--- config.mk ---
export PLATFORM = sky130hd
export DESIGN_NAME = sd_cmd_tx
export DESIGN_NICKNAME = d
export VERILOG_FILES = /design/src/rtl/sd_cmd_pkg.sv /design/src/rtl/sd_crc7_serial.sv /design/src/rtl/sd_cmd_tx.sv
export SDC_FILE = /design/constraint.sdc
export NUM_CORES = 1
export LEC_CHECK = 0
export CORE_ASPECT_RATIO = 1.5
export CORE_UTILIZATION = 57
export CTS_CLUSTER_SIZE = 40
export DETAILED_ROUTE_END_ITERATION = 16
export HOLD_SLACK_MARGIN = 0.12
export PLACE_DENSITY_LB_ADDON = 0.08
export SYNTH_ARGS = -nofsm -noshare
export SYNTH_HDL_FRONTEND = slang
export SYNTH_SLANG_ARGS = --single-unit
export TNS_END_PERCENT = 30
--- constraint.sdc ---
create_clock -name clk -period 4.65 [get_ports clk]
set_input_delay 0.93 -clock clk [delete_from_list [all_inputs] [get_ports clk]]
set_output_delay 0.93 -clock clk [all_outputs]
set_load 0.01 [all_outputs]
--- src/rtl/sd_cmd_pkg.sv ---
// Shared types and constants for the SD host command transmitter.
// Optional Ncc trailer is selected by SD_CMD_TX_NCC_EN.
package sd_cmd_pkg;

  localparam int CMD_FRAME_W = 48;
  localparam int CMD_CRC_W   = 7;
  localparam int CNT_W       = 6;
  localparam int NCC_TICKS   = 8;

  localparam logic [6:0] CRC7_POLY = 7'h09;

  localparam logic START_BIT = 1'b0;
  localparam logic TX_BIT    = 1'b1;
  localparam logic END_BIT   = 1'b1;

  typedef enum logic [2:0] {
    IDLE,
    WAIT_TICK,
    SEND,
    NCC,
    DONE
  } tx_state_e;

  // One serial CRC7 step (x^7 + x^3 + 1).
  function automatic logic [6:0] crc7_step(
    input logic [6:0] crc,
    input logic       din
  );
    logic fb;
    fb = din ^ crc[6];
    return {crc[5:0], 1'b0} ^ (fb ? CRC7_POLY : 7'h00);
  endfunction

endpackage

--- src/rtl/sd_crc7_serial.sv ---
// Bit-serial CRC7 generator, shared with the response CRC checker.
// Feeding din = crc[6] shifts the register left with zero fill.
module sd_crc7_serial
  import sd_cmd_pkg::*;
(
  input  logic       clk,
  input  logic       rst,
  input  logic       clr,
  input  logic       en,
  input  logic       din,
  output logic [6:0] crc
);

  logic [6:0] crc_q;
  logic [6:0] crc_d;

  // Next CRC: clear wins over update.
  always_comb begin
    crc_d = crc_q;
    if (clr) begin
      crc_d = '0;
    end else if (en) begin
      crc_d = crc7_step(crc_q, din);
    end
  end

  // CRC register.
  always_ff @(posedge clk) begin
    if (rst) begin
      crc_q <= '0;
    end else begin
      crc_q <= crc_d;
    end
  end

  assign crc = crc_q;

endmodule

--- src/rtl/sd_cmd_tx.sv ---
// SD host CMD-line transmitter: 48-bit frame with serial CRC7.
// Define SD_CMD_TX_NCC_EN to append 8 high Ncc bit periods.
module sd_cmd_tx
  import sd_cmd_pkg::*;
#(
  parameter int FRAME_W = CMD_FRAME_W,
  parameter int CRC_W   = CMD_CRC_W
) (
  input  logic        clk,
  input  logic        rst,
  input  logic        tick,
  input  logic        start,
  input  logic [5:0]  cmd_index,
  input  logic [31:0] argument,
  output logic        cmd_out,
  output logic        cmd_oe,
  output logic        busy,
  output logic        done
);

  localparam int SR_W = FRAME_W - CRC_W - 1;

  tx_state_e         state_q, state_d;
  logic [CNT_W-1:0]  cnt_q, cnt_d;
  logic [CNT_W-1:0]  nxt;
  logic [SR_W-1:0]   sr_q, sr_d;
  logic              out_q, out_d;
  logic              oe_q, oe_d;
  logic              busy_q, busy_d;
  logic              done_q, done_d;

  logic              crc_clr;
  logic              crc_en;
  logic              crc_din;
  logic [6:0]        crc;
  logic              unused_crc;

`ifdef SD_CMD_TX_NCC_EN
  localparam int NCC_W = $clog2(NCC_TICKS);
  logic [NCC_W-1:0]  ncc_q, ncc_d;
`endif

  sd_crc7_serial u_crc (
    .clk (clk),
    .rst (rst),
    .clr (crc_clr),
    .en  (crc_en),
    .din (crc_din),
    .crc (crc)
  );

  assign unused_crc = ^crc[CRC_W-2:0];
  assign nxt        = cnt_q - 1'b1;

  // Next-state, datapath and output decode.
  always_comb begin
    state_d = state_q;
    cnt_d   = cnt_q;
    sr_d    = sr_q;
    out_d   = out_q;
    oe_d    = oe_q;
    busy_d  = busy_q;
    done_d  = 1'b0;
    crc_clr = 1'b0;
    crc_en  = 1'b0;
    crc_din = 1'b0;
`ifdef SD_CMD_TX_NCC_EN
    ncc_d   = ncc_q;
`endif
    unique case (state_q)
      IDLE: begin
        out_d  = 1'b1;
        oe_d   = 1'b0;
        busy_d = 1'b0;
        if (start) begin
          sr_d    = {START_BIT, TX_BIT, cmd_index, argument};
          crc_clr = 1'b1;
          cnt_d   = CNT_W'(FRAME_W - 1);
          busy_d  = 1'b1;
          oe_d    = 1'b1;
          state_d = WAIT_TICK;
        end
      end
      WAIT_TICK: begin
        if (tick) begin
          out_d   = sr_q[SR_W-1];
          sr_d    = {sr_q[SR_W-2:0], 1'b0};
          crc_en  = 1'b1;
          crc_din = sr_q[SR_W-1];
          state_d = SEND;
        end
      end
      SEND: begin
        if (tick) begin
          if (cnt_q == '0) begin
`ifdef SD_CMD_TX_NCC_EN
            out_d   = 1'b1;
            ncc_d   = '0;
            state_d = NCC;
`else
            out_d   = 1'b1;
            oe_d    = 1'b0;
            busy_d  = 1'b0;
            done_d  = 1'b1;
            state_d = DONE;
`endif
          end else begin
            cnt_d = nxt;
            if (nxt > CNT_W'(CRC_W)) begin
              out_d   = sr_q[SR_W-1];
              sr_d    = {sr_q[SR_W-2:0], 1'b0};
              crc_en  = 1'b1;
              crc_din = sr_q[SR_W-1];
            end else if (nxt != '0) begin
              out_d   = crc[CRC_W-1];
              crc_en  = 1'b1;
              crc_din = crc[CRC_W-1];
            end else begin
              out_d = END_BIT;
            end
          end
        end
      end
      NCC: begin
`ifdef SD_CMD_TX_NCC_EN
        if (tick) begin
          if (ncc_q == NCC_W'(NCC_TICKS - 1)) begin
            out_d   = 1'b1;
            oe_d    = 1'b0;
            busy_d  = 1'b0;
            done_d  = 1'b1;
            state_d = DONE;
          end else begin
            ncc_d = ncc_q + 1'b1;
          end
        end
`else
        state_d = IDLE;
`endif
      end
      DONE: begin
        state_d = IDLE;
      end
      default: begin
        state_d = IDLE;
      end
    endcase
  end

  // State and output registers; reset aborts any frame in flight.
  always_ff @(posedge clk) begin
    if (rst) begin
      state_q <= IDLE;
      cnt_q   <= '0;
      sr_q    <= '0;
      out_q   <= 1'b1;
      oe_q    <= 1'b0;
      busy_q  <= 1'b0;
      done_q  <= 1'b0;
    end else begin
      state_q <= state_d;
      cnt_q   <= cnt_d;
      sr_q    <= sr_d;
      out_q   <= out_d;
      oe_q    <= oe_d;
      busy_q  <= busy_d;
      done_q  <= done_d;
    end
  end

`ifdef SD_CMD_TX_NCC_EN
  // Ncc trailer counter.
  always_ff @(posedge clk) begin
    if (rst) begin
      ncc_q <= '0;
    end else begin
      ncc_q <= ncc_d;
    end
  end
`endif

  assign cmd_out = out_q;
  assign cmd_oe  = oe_q;
  assign busy    = busy_q;
  assign done    = done_q;

endmodule

Word-level counts from Yosys, hierarchy flattened
Index checks and enable logic that the tools add are counted.

Flip-flop bits (word level): 59. Bits in latches: 0. RAM bits: 0. Memory bits (read-only): 0. Output and inout port bits: 4. Logic and storage cells: 73. Memories: 0.

$add $sub $neg: 1. Multipliers: 0. Divide/modulo/power cells: 0. Order comparisons: 1. Equal/unequal tests: 8. Shift-type cells: 0. Muxes and demuxes: 40. Bitwise operators: 4. Reduce and logical (&&, ||, !) cells: 12.

Operator list (count): $mux W40 (5); $pmux W40 S3 (1); $mux W1 (20); $mux W6 (3); $mux W3 (4); $ne A2 B2 Y1 const B (6); $pmux W6 S2 (1); $pmux W3 S3 (1); $reduce_and A4 Y1 (2); $xor A7 B7 Y7 (1); $gt A6 B3 Y1 const B (1); $logic_not A6 Y1 (1); $pmux W1 S2 (3); $reduce_and A3 Y1 (2); $reduce_and A6 Y1 (1); $reduce_bool A6 Y1 (1); $sub A6 B1 Y6 const B (1); $mux W4 (1); $eq A3 B1 Y1 const B (1); $eq A3 B2 Y1 const B (1); $logic_not A3 Y1 (1); $pmux W1 S3 (1); $reduce_bool A3 Y1 (1); $reduce_or A3 Y1 (1); 4 further kinds (5).

Depth between registers and ports, before layout
Gate-level depths: netlist of run 1.

Word-level depth: 10. Mapped depth: 9. Mapped depth without buffers: 8.

Modules after synthesis
Synthesis of run 1 repeated with hierarchy kept, for this count alone.

Cells, all modules: 312. Area, all modules: 3041.7 um^2.

By module, submodules not included: sd_cmd_tx (times used 1, cells each 284, area each 2765.2 um^2, sequential area each 1041.0 um^2); sd_crc7_serial (times used 1, cells each 28, area each 276.5 um^2, sequential area each 140.1 um^2).

Worst setup path before layout of run 1
Ideal clock, no wire load.

Path type: input port to flip-flop. From: input tick. To: register sr_q[1]. Setup time: 0.134 ns. Arrival: 2.215 ns. Required time: 4.516 ns. Slack: 2.301 ns. Stages: 7. Cells stage by stage: inv_2 > maj3_1 > or2_1 > nor2_2 > buf_2 > buf_2 > a211oi_1.

Longest elaborated chain between the ends: 2. Elaborated cells on any way between the ends: 3.

Ends and longest elaborated chain: start, declared (RTL line sd_cmd_tx.sv:11) `input logic tick,`; $ne A2 B2 Y1 (no line); $reduce_and A6 Y1 (no line) *; end signal, assigned (RTL line sd_cmd_tx.sv:163) `sr_q <= sr_d;`; end, declared (RTL line sd_cmd_tx.sv:26) `logic [SR_W-1:0] sr_q, sr_d;`.

Every way passes the cells marked *; elsewhere a longest branch is shown, timed or not. A chain may end at the register's enable or synchronous reset.

Final worst setup path of run 1
From: input tick. To: register sr_q[31].

The elaborated chain is that of the path after synthesis.

==> metrics.log, run 1 <==
INFO  metric run_status = finished, final reports clean
INFO  metric detailroute.via_count = 2257
INFO  metric worst_setup_path_startpoint = tick
INFO  metric max-cap-violations = 0
INFO  metric finalWeightedCongestion = approximately 0.8
INFO  metric grt_first_pass_wirelength = 8.73 mm
INFO  metric reg2reg_setup_slack = 1.85 ns
INFO  metric post-route-period-util = 66.0%
INFO  metric path_clk_slew = ~0.07 ns
INFO  metric max_freq = 326 MHz
INFO  metric setup_viol_count_final = 0
INFO  metric groute.usage.overall = 21.9%
INFO  metric ctsRootBufferMaster = clkbuf_8
INFO  metric timing.clock.skew = 0.00668 ns
INFO  metric synth_top_flop_cell = dfxtp_1
INFO  metric power_density = between 300 and 400 mW/mm²
INFO  metric initial_core_util = 59.2%
INFO  metric start_kind = primary input
INFO  metric hold_end = sr_q[39]$_SDFFE_PP0P_
INFO  metric hold_depth = 2
INFO  metric mappedNetlistArea = 0.00285 mm²
INFO  metric timing.final.max_slew_violations = 0
INFO  metric grt_max_degree = between 70 and 80
INFO  metric dp_hpwl = 3.71 mm
INFO  metric reg2reg_depth = 9
INFO  metric critical_setup_path_class = primary input to flop
INFO  metric die_height = 88.6 µm
INFO  metric cp_data_arrival_time = ~3.3 ns
INFO  metric hold_path_startpoint = sr_q[38]$_SDFFE_PP0P_
INFO  metric ys.warnings.count = 0
INFO  metric final_layout_size_suffix_gt1_share = 9.76%
INFO  metric via_count_of_the_first_global_routing_pass = 2035
INFO  metric place_inst = 388
INFO  metric top_level_ports = 46
INFO  metric synthArstFlopShare = 0%
INFO  metric final_cells = roughly 400
INFO  metric die_w = 59.7 µm
INFO  metric grt_remaining_overflow = 0
INFO  metric floorplan.die_area = between 0.005 and 0.006 mm²
INFO  metric clock_path_buffers = 2
INFO  metric viasPerCell = 5.59
INFO  metric design.final.nets = between 300 and 400
INFO  metric reg2reg_from = cnt_q[0]$_SDFFE_PP0P_
INFO  metric total_routed_wirelength = 5.42 mm
INFO  metric post_cts_setup_inserts = 0
INFO  metric syn-num-nets = ~340
INFO  metric hold_slack = 0.466 ns
INFO  metric syn_avg_cell_area = approximately 9.5 µm²
INFO  metric antenna-diode-count = 0
INFO  metric share_of_the_yosys_chip_area_belonging_to_registers = 41.5%
INFO  metric final_core_utilization = 72.6%
INFO  metric placement.io_buffers = 45
INFO  metric end_kind = flop
INFO  metric cts_sink_count = 59
INFO  metric worst_pin_slew = 0.943 ns
INFO  metric timing.critical_path.fanout_max = 78
INFO  metric post_synth_edffs = 0
INFO  metric timing.final.hold_violations = 0
INFO  metric worstPathRequired = approximately 4.9 ns
INFO  metric hp-class = flop to flop
INFO  metric tritoncts.num_buffers = 9
INFO  metric core_area = between 0.004 and 0.005 mm²
INFO  metric avgRoutedWirePerCell = 13.4 µm
INFO  metric placementRows = 31
INFO  metric post_synthesis_instance_total = ~300
INFO  metric detailedRoute.firstIterationViolations = 154
INFO  metric synthDistinctLibCells = 51
INFO  metric htree_levels = 3
INFO  metric final_antenna_net_count = 0
INFO  metric leakage = roughly 1.3 nW
INFO  metric remaining_drc_errors = 0
INFO  metric relative_slew_margins = 37.1%
INFO  metric rsz0062_at_grt = false
INFO  metric final_period_minus_worst_setup_slack = 3.07 ns
INFO  metric first_pass_iters = 4
INFO  metric r2r_end = sr_q[31]$_SDFFE_PP0P_
INFO  metric cts.hold.buffers_added = 0
INFO  metric clock_insertion_delay_worst_skew = 0.33 ns
INFO  metric ir_drop = 0.287 mV
INFO  metric ys_ff_latch = 59
INFO  metric cts.repair.resized = 0
INFO  metric tritoncts = built
INFO  metric layout-area-overhead-vs-synth = 22.5%
INFO  metric tns = 0 ns
INFO  metric grt_antenna_before_repair = 0
-- flip-flops by register name, indices dropped and copies added (netlist names) --
register and cells:
u_crc.crc 7, cmd_out 1, cnt_q 6, done 1
state_q 3, busy 1, sr_q 40
-- worst max path at each step --
stage                       endpoint  slack (ns)  cells past startpoint
6_report       sr_q[31]$_SDFFE_PP0P_        1.58                      8
5_1_grt        sr_q[31]$_SDFFE_PP0P_        1.43                      8
4_1_cts        sr_q[31]$_SDFFE_PP0P_        1.60                      8
3_5_place_dp   sr_q[25]$_SDFFE_PP0P_        1.30                      8
3_3_place_gp   sr_q[28]$_SDFFE_PP0P_        1.39                      8
2_1_floorplan   sr_q[1]$_SDFFE_PP0P_        2.30                      7
-- where the power goes --
| part | internal [W] | total [W] | leakage, nW | switching [W] |
|---|---|---|---|---|
| logic | 0.000136 | 0.000285 | 0.682 | 0.000149 |
| clock network | 0.000289 | 0.000487 | 0.108 | 0.000198 |
| registers | 0.000563 | 0.000602 | 0.487 | 0.0000387 |
| total | 0.000989 | 0.00137 | 1.28 | 0.000385 |
-- stage by stage --
stage / area (µm²) / setup WS, ns / power, W
final: 3490 / 1.58 / 0.00137
after floorplan: 2850 / 2.30 / 0.000823
after global routing: 3490 / 1.43 / 0.00144
after CTS: 3490 / 1.60 / 0.00139
after global placement: 3280 / 1.39 / 0.000892
after detailed placement: 3280 / 1.30 / 0.000899
-- final cells by class --
| class | count | area, µm² |
|---|---|---|
| clock inverters | 4 | 47.5 |
| repair buffers | 47 | 460 |
| well taps | 66 | 82.6 |
| inverters | 5 | 18.8 |
| flip-flops and latches | 59 | 1180 |
| multi-input cells | 211 | 1530 |
| clock buffers | 12 | 165 |
| fillers | 395 | 1320 |
-- synth_stat cells (all sizes together), types with 2 or more instances --
cell type | number | area, µm²
a2111oi | 3 | 45.1
xnor2 | 3 | 26.3
ha | 3 | 37.5
a21oi | 9 | 45.0
nor2 | 56 | 213
clkbuf | 9 | 33.8
a311oi | 3 | 26.3
a221oi | 2 | 35.0
nor2b | 2 | 12.5
dfxtp | 59 | 1180
mux2i | 45 | 450
and2 | 2 | 12.5
a211oi | 40 | 305
nand2b | 4 | 27.5
inv | 5 | 18.8
nand2 | 4 | 17.5
buf | 15 | 92.6
nor3 | 5 | 25.0
o21ai | 7 | 38.8
or2b | 2 | 15.0
nor4b | 2 | 17.5
-- kinds of logic (layout without fill, tap and decap cells) --
kind of cell	count (synthesis)	in the layout	synth area share, %
muxes	45	45	15.8
adders and majority gates	4	4	1.67
and+or+nand+nor	87	87	14.7
DFF	59	59	41.5
buffers and inverters	29	68	5.10
xor gates and xnor gates	3	3	0.923
AOI/OAI and AO/OA	72	72	20.3
-- placed cells by master, fill, tap and decap left out, types with 2 or more instances in the layout --
cell type,n
dfxtp_1,59
nor2_1,54
mux2i_1,45
clkdlybuf4s50_1,44
a211oi_1,39
clkbuf_8,12
a21oi_1,9
o21ai_0,6
nor3_1,5
inv_1,4
nand2b_1,3
xnor2_1,3
nand2_1,3
a311oi_1,3
ha_1,3
nor4b_1,2
nor2b_1,2
nor2_4,2
or2b_1,2
a2111oi_0,2
clkinv_2,2
buf_4,2
-- critical path, stage by stage --
cell	delay (ns)
clkdlybuf4s50_1	0.52
inv_2	0.11
maj3_1	0.34
or2_1	0.29
nor2_4	0.13
buf_4	0.56
nor2_1	0.11
a211oi_1	0.27
-- routing by layer --
| metal | track usage (%) | share of wire (%) | wire, µm | vias up |
|---|---|---|---|---|
| li1 | - | - | - | 1151 |
| met1 | 24.9 | 44 | 2390 | 1056 |
| met2 | 37.6 | 51 | 2740 | 39 |
| met3 | 5.56 | 3.1 | 169 | 11 |
| met4 | 10.6 | 2.3 | 125 | 0 |
| met5 | 0 | 0 | 0 | - |
Power figures use the tool's default switching activity.
==> run 2, diff against run 1 <==
--- a/config.mk
+++ b/config.mk
@@ -6,7 +6,7 @@
 export NUM_CORES = 1
 export LEC_CHECK = 0
 export CORE_ASPECT_RATIO = 1.5
-export CORE_UTILIZATION = 57
+export CORE_UTILIZATION = 48
 export CTS_CLUSTER_SIZE = 40
 export DETAILED_ROUTE_END_ITERATION = 16
 export HOLD_SLACK_MARGIN = 0.12
==> constraint.sdc (replaced) <==
create_clock -name clk -period 2.6 [get_ports clk]
set_input_delay 0.52 -clock clk [delete_from_list [all_inputs] [get_ports clk]]
set_output_delay 0.52 -clock clk [all_outputs]
set_load 0.01 [all_outputs]
==> metrics.log, run 2 (synthesis results as in run 1) <==
INFO  metric worst_pin_slew = 0.608 ns
INFO  metric grt_antenna_before_repair = 0
INFO  metric worstPathCellList = inv_1, ha_1, and3b_1, o221ai_2, nand2_2, a221oi_4, mux2i_1, nor2_1
INFO  metric critical_setup_path_class = flop to flop
INFO  metric max-cap-violations = 0
INFO  metric cts.repair.resized = 0
INFO  metric ctsRootBufferMaster = clkbuf_8
INFO  metric layout-area-overhead-vs-synth = 23.2%
INFO  metric ir_drop = 0.372 mV
INFO  metric number_of_inserted_filler_cells_in_the_final_layout = 533
INFO  metric critPathBufInv = 1
INFO  metric power_switching = 0.000672 W
INFO  metric worstPathRequired = 2.81 ns
INFO  metric hp-class = flop to flop
INFO  metric viasPerCell = between 5 and 6
INFO  metric mostFrequentLayoutCells = dfxtp_1, nor2_1, mux2i_1
INFO  metric total_routed_wirelength = between 5 and 6 mm
INFO  metric leakage = 1.29 nW
INFO  metric final_core_utilization = 61.1%
INFO  metric netSwitchingFraction = 29.1%
INFO  metric final_cells = 414
INFO  metric timing.final.hold_violations = 0
INFO  metric die_w = 64.9 µm
INFO  metric place_inst = 399
INFO  metric rsz0062_at_grt = false
INFO  metric timing.critical_path.fanout_max = 8
INFO  metric cts_sink_count = between 50 and 60
INFO  metric placement.io_buffers = 45
INFO  metric largest_reg_flops = 40
INFO  metric timing.final.max_slew_violations = 0
INFO  metric grt_max_degree = 57
INFO  metric timing.clock.skew = approximately 0.0095 ns
INFO  metric tns = 0 ns
INFO  metric setup_viol_count_final = 0
INFO  metric power_report.internal_total = roughly 0.0016 W
INFO  metric run_status = finished, final reports clean
INFO  metric post-route-period-util = just over 90%
INFO  metric placementRows = 34
INFO  metric crit_family = compound AO/OA/AOI/OAI gates
INFO  metric remaining_drc_errors = 0
INFO  metric clock_share_of_power = 30.2%
INFO  metric layout.cells.most_common = dfxtp_1
INFO  metric final_layout_size_suffix_gt1_share = 10.2%
INFO  metric final_antenna_net_count = 0
INFO  metric path_clk_slew = 0.06 ns
INFO  metric tritoncts = built
INFO  metric reg2reg_from = cnt_q[0]$_SDFFE_PP0P_
INFO  metric clock_insertion_delay_worst_skew = around 0.33 ns
INFO  metric core_area = 0.00574 mm²
INFO  metric design_power_total = ~0.0023 W
INFO  metric die_height = between 90 and 100 µm
INFO  metric start_kind = flop
INFO  metric grt_remaining_overflow = 0
INFO  metric top_level_ports = 46
INFO  metric end_kind = flop
INFO  metric detailedRoute.firstIterationViolations = 94
INFO  metric top_register = sr_q
INFO  metric clock_path_buffers = 2
INFO  metric tritoncts.num_buffers = 9
INFO  metric max_freq = 422 MHz
INFO  metric cp_data_arrival_time = 2.57 ns
INFO  metric dp_hpwl = about 3.8 mm
INFO  metric slowest_stage_delay_on_critical_path = 0.53 ns
INFO  metric groute.usage.overall = about a fifth
INFO  metric worst_setup_path_startpoint = cnt_q[0]$_SDFFE_PP0P_
INFO  metric part_of_the_total_power_dissipated_in_combinational_logic = 23.1%
INFO  metric final_period_minus_worst_setup_slack = 2.37 ns
INFO  metric design.final.nets = 383
INFO  metric relative_slew_margins = about three fifths
INFO  metric antenna-diode-count = 0
INFO  metric htree_levels = 3
INFO  metric hold_slack = 0.471 ns
INFO  metric initial_core_util = 49.6%
INFO  metric finalWeightedCongestion = 0.763
INFO  metric post_cts_setup_inserts = 0
INFO  metric seq_power_share = 46.8%
INFO  metric cts.hold.buffers_added = 0
INFO  metric power_density = 657 mW/mm²
INFO  metric grt_first_pass_wirelength = approximately 9.6 mm
INFO  metric hold_path_startpoint = sr_q[38]$_SDFFE_PP0P_
INFO  metric via_count_of_the_first_global_routing_pass = 2104
INFO  metric detailroute.via_count = between 2000 and 2500
INFO  metric first_pass_iters = 4
INFO  metric crit_path_top_delay_cell = a221oi_4
INFO  metric floorplan.die_area = 0.00625 mm²
INFO  metric avgRoutedWirePerCell = 13.3 µm
[run 2: changes by cell type in the layout (fill, tap and decap cells not counted), sizes merged]
cell	previous run	this run
clkinvlp	1	0
bufinv	1	0
clkinv	2	3
buf	3	8
[run 2: per-layer routing]
layer	vias to the layer above	global-route usage, %	routed length, µm
li1	1165	-	-
met1	1043	23.6	2480
met2	37	33.3	2810
met3	7	5.09	181
met4	0	8.89	54
met5	-	0	0
[run 2: area by class of cell]
class	instances	area [µm²]	area share [%]
inverter	5	18.8	0.535
timing repair buffer	52	523	14.9
sequential	59	1180	33.7
tap	72	90.1	2.57
clock buffer	12	145	4.14
clock inverter	3	15.0	0.428
multi-input combinational	211	1530	43.7
[run 2: path summary, 6_finish.rpt]
path                                                  end  cells after the start  slack, ns
worst min register to register      sr_q[39]$_SDFFE_PP0P_                      2       0.47
worst min-delay path                sr_q[39]$_SDFFE_PP0P_                      2       0.47
worst max-delay path            u_crc.crc[4]$_SDFFE_PP0P_                      8       0.23
worst max register to register  u_crc.crc[4]$_SDFFE_PP0P_                      8       0.23
[run 2: power by group through the flow]
stage / logic [W] / registers (W) / clock network (W)
floorplan: 0.000400 / 0.00107 / 0
global placement: 0.000529 / 0.00110 / 0
detailed placement: 0.000538 / 0.00110 / 0
CTS: 0.000540 / 0.00108 / 0.000724
global route: 0.000600 / 0.00109 / 0.000764
finish: 0.000532 / 0.00108 / 0.000695
[run 2: worst register-to-register path, stage by stage (launching register included)]
cell and delay [ns]:
dfxtp_1 0.47, inv_1 0.13, ha_1 0.22, and3b_1 0.19, o221ai_2 0.23, nand2_2 0.14, a221oi_4 0.53, mux2i_1 0.27
nor2_1 0.06
[run 2: per-stage QoR]
stage	setup WS, ns	cell area [µm²]
final	0.232	3510
after detailed placement	0.0650	3350
after global routing	0.0398	3510
after global placement	0.102	3350
after floorplan	0.452	2850
after CTS	0.208	3510
==> run 3, diff against run 2 <==
--- a/config.mk
+++ b/config.mk
@@ -6,7 +6,7 @@
 export NUM_CORES = 1
 export LEC_CHECK = 0
 export CORE_ASPECT_RATIO = 1.5
-export CORE_UTILIZATION = 48
+export CORE_UTILIZATION = 40
 export CTS_CLUSTER_SIZE = 40
 export DETAILED_ROUTE_END_ITERATION = 16
 export HOLD_SLACK_MARGIN = 0.12
==> metrics.log, run 3 (synthesis results as in run 1) <==
INFO  metric power_density = 694 mW/mm²
INFO  metric end_kind = flop
INFO  metric final_core_utilization = a little over half
INFO  metric final_layout_size_suffix_gt1_share = 11.1%
INFO  metric timing.final.max_slew_violations = 0
INFO  metric layout-area-overhead-vs-synth = 25.4%
INFO  metric max_freq = 435 MHz
INFO  metric grt_max_degree = roughly 60
INFO  metric floorplan.die_area = 0.00747 mm²
INFO  metric postLayoutCellArea = approximately 0.0036 mm²
INFO  metric mostFrequentLayoutCells = dfxtp_1, nor2_1, mux2i_1
INFO  metric cp_data_arrival_time = 2.52 ns
INFO  metric tns = 0 ns
INFO  metric worst_pin_slew = 0.721 ns
INFO  metric remaining_drc_errors = 0
INFO  metric max-cap-violations = 0
INFO  metric top_level_ports = 46
INFO  metric timing.clock.skew = 0.00699 ns
INFO  metric groute.usage.overall = between 10% and 20%
INFO  metric design.final.nets = about 390
INFO  metric run_status = finished, final reports clean
INFO  metric path_clk_slew = 0.07 ns
INFO  metric cts.hold.buffers_added = 0
INFO  metric number_of_inserted_filler_cells_in_the_final_layout = roughly 700
INFO  metric cts.repair.resized = 0
INFO  metric placed_cell_area = 0.00337 mm²
INFO  metric ir_drop = approximately 0.33 mV
INFO  metric leakage = 1.32 nW
INFO  metric final_cells = 421
INFO  metric first_pass_iters = 6
INFO  metric antenna-diode-count = 0
INFO  metric tritoncts = built
INFO  metric htree_levels = 3
INFO  metric grt_remaining_overflow = 0
INFO  metric timing.critical_path.fanout_max = 8
INFO  metric dp_hpwl = 4.09 mm
INFO  metric viasPerCell = 5.39
INFO  metric avgRoutedWirePerCell = 14.3 µm
INFO  metric worstPathRequired = 2.82 ns
INFO  metric timing.final.hold_violations = 0
INFO  metric final_antenna_net_count = 0
INFO  metric finalWeightedCongestion = ~0.82
INFO  metric ff_latch_area = between 0.001 and 0.0015 mm²
INFO  metric rsz0062_at_grt = false
INFO  metric via_count_of_the_first_global_routing_pass = 2234
INFO  metric grt_antenna_before_repair = 0
INFO  metric post_cts_setup_inserts = 0
INFO  metric die_w = 70.9 µm
INFO  metric hp-class = flop to flop
INFO  metric clock_path_buffers = 2
INFO  metric setup_viol_count_final = 0
INFO  metric detailroute.via_count = 2271
INFO  metric layout.cells.most_common = dfxtp_1
INFO  metric tritoncts.num_buffers = 9
INFO  metric start_kind = flop
INFO  metric grt_first_pass_wirelength = between 10 and 15 mm
INFO  metric core_area = 0.00685 mm²
INFO  metric total_routed_wirelength = 6.01 mm
INFO  metric critical_setup_path_class = flop to flop
INFO  metric ctsRootBufferMaster = clkbuf_8
INFO  metric post-route-period-util = 88.3%
INFO  metric largest_reg_flops = 40
INFO  metric top_register = sr_q
INFO  metric placement.io_buffers = 45
INFO  metric final_period_minus_worst_setup_slack = 2.30 ns
INFO  metric placementRows = 37
INFO  metric die_height = about 110 µm
INFO  metric clock_insertion_delay_worst_skew = 0.34 ns
INFO  metric relative_slew_margins = between 50% and 60%
INFO  metric cts_sink_count = roughly 60
INFO  metric place_inst = slightly above 400
INFO  metric initial_core_util = 41.6%
INFO  metric design_power_total = 0.00248 W
INFO  metric detailedRoute.firstIterationViolations = 96
INFO  metric multi_input_area = 0.00153 mm²
==> run 3: changes by cell type in the layout (fill, tap and decap cells not counted), sizes merged <==
| cell | delta |
|---|---|
| bufinv | +1 |
| clkinv | -2 |
| buf | +2 |
==> run 3: final timing paths <==
path                         startpoint                         to  slack (ns)  cells past startpoint
setup / recovery  cnt_q[1]$_SDFFE_PP0P_  u_crc.crc[2]$_SDFFE_PP0P_        0.30                      8
hold / removal    sr_q[38]$_SDFFE_PP0P_      sr_q[39]$_SDFFE_PP0P_        0.47                      2
setup reg to reg  cnt_q[1]$_SDFFE_PP0P_  u_crc.crc[2]$_SDFFE_PP0P_        0.30                      8
hold reg to reg   sr_q[38]$_SDFFE_PP0P_      sr_q[39]$_SDFFE_PP0P_        0.47                      2
==> run 3: cell type report <==
| type | count | area share, % |
|---|---|---|
| Inverter | 5 | 0.526 |
| Tap cell | 78 | 2.73 |
| Clock buffer | 12 | 4.63 |
| Timing Repair Buffer | 54 | 15.1 |
| Sequential cell | 59 | 33.1 |
| Multi-Input combinational cell | 211 | 43.0 |
| Clock inverter | 2 | 0.981 |
==> run 3: metrics by stage <==
| step | worst slack, ns | hold WS, ns |
|---|---|---|
| finish | 0.303 | 0.473 |
| global route | 0.123 | 0.507 |
| CTS | 0.280 | 0.478 |
| detailed placement | 0.0860 | 0.468 |
| global placement | 0.152 | 0.466 |
| floorplan | 0.452 | 0.448 |
==> run 3: where the power goes <==
part	total, W	switching (W)	internal [W]
logic	0.000547	0.000280	0.000266
clock network	0.000856	0.000347	0.000509
registers	0.00107	0.0000665	0.00101
==> run 3: layer usage <==
| layer | routed length [µm] | GRT usage [%] |
|---|---|---|
| met4 | 151 | 11.3 |
| met1 | 2820 | 21.6 |
| met3 | 164 | 3.25 |
| met5 | 0 | 0 |
| met2 | 2870 | 28.4 |
==> run 3: worst max-delay path: stages (launching register included) <==
cell,delay (ns)
dfxtp_1,0.42
inv_1,0.12
ha_1,0.21
and3b_1,0.19
o221ai_2,0.23
nand2_2,0.15
a221oi_4,0.54
mux2i_1,0.26
nor2_1,0.05
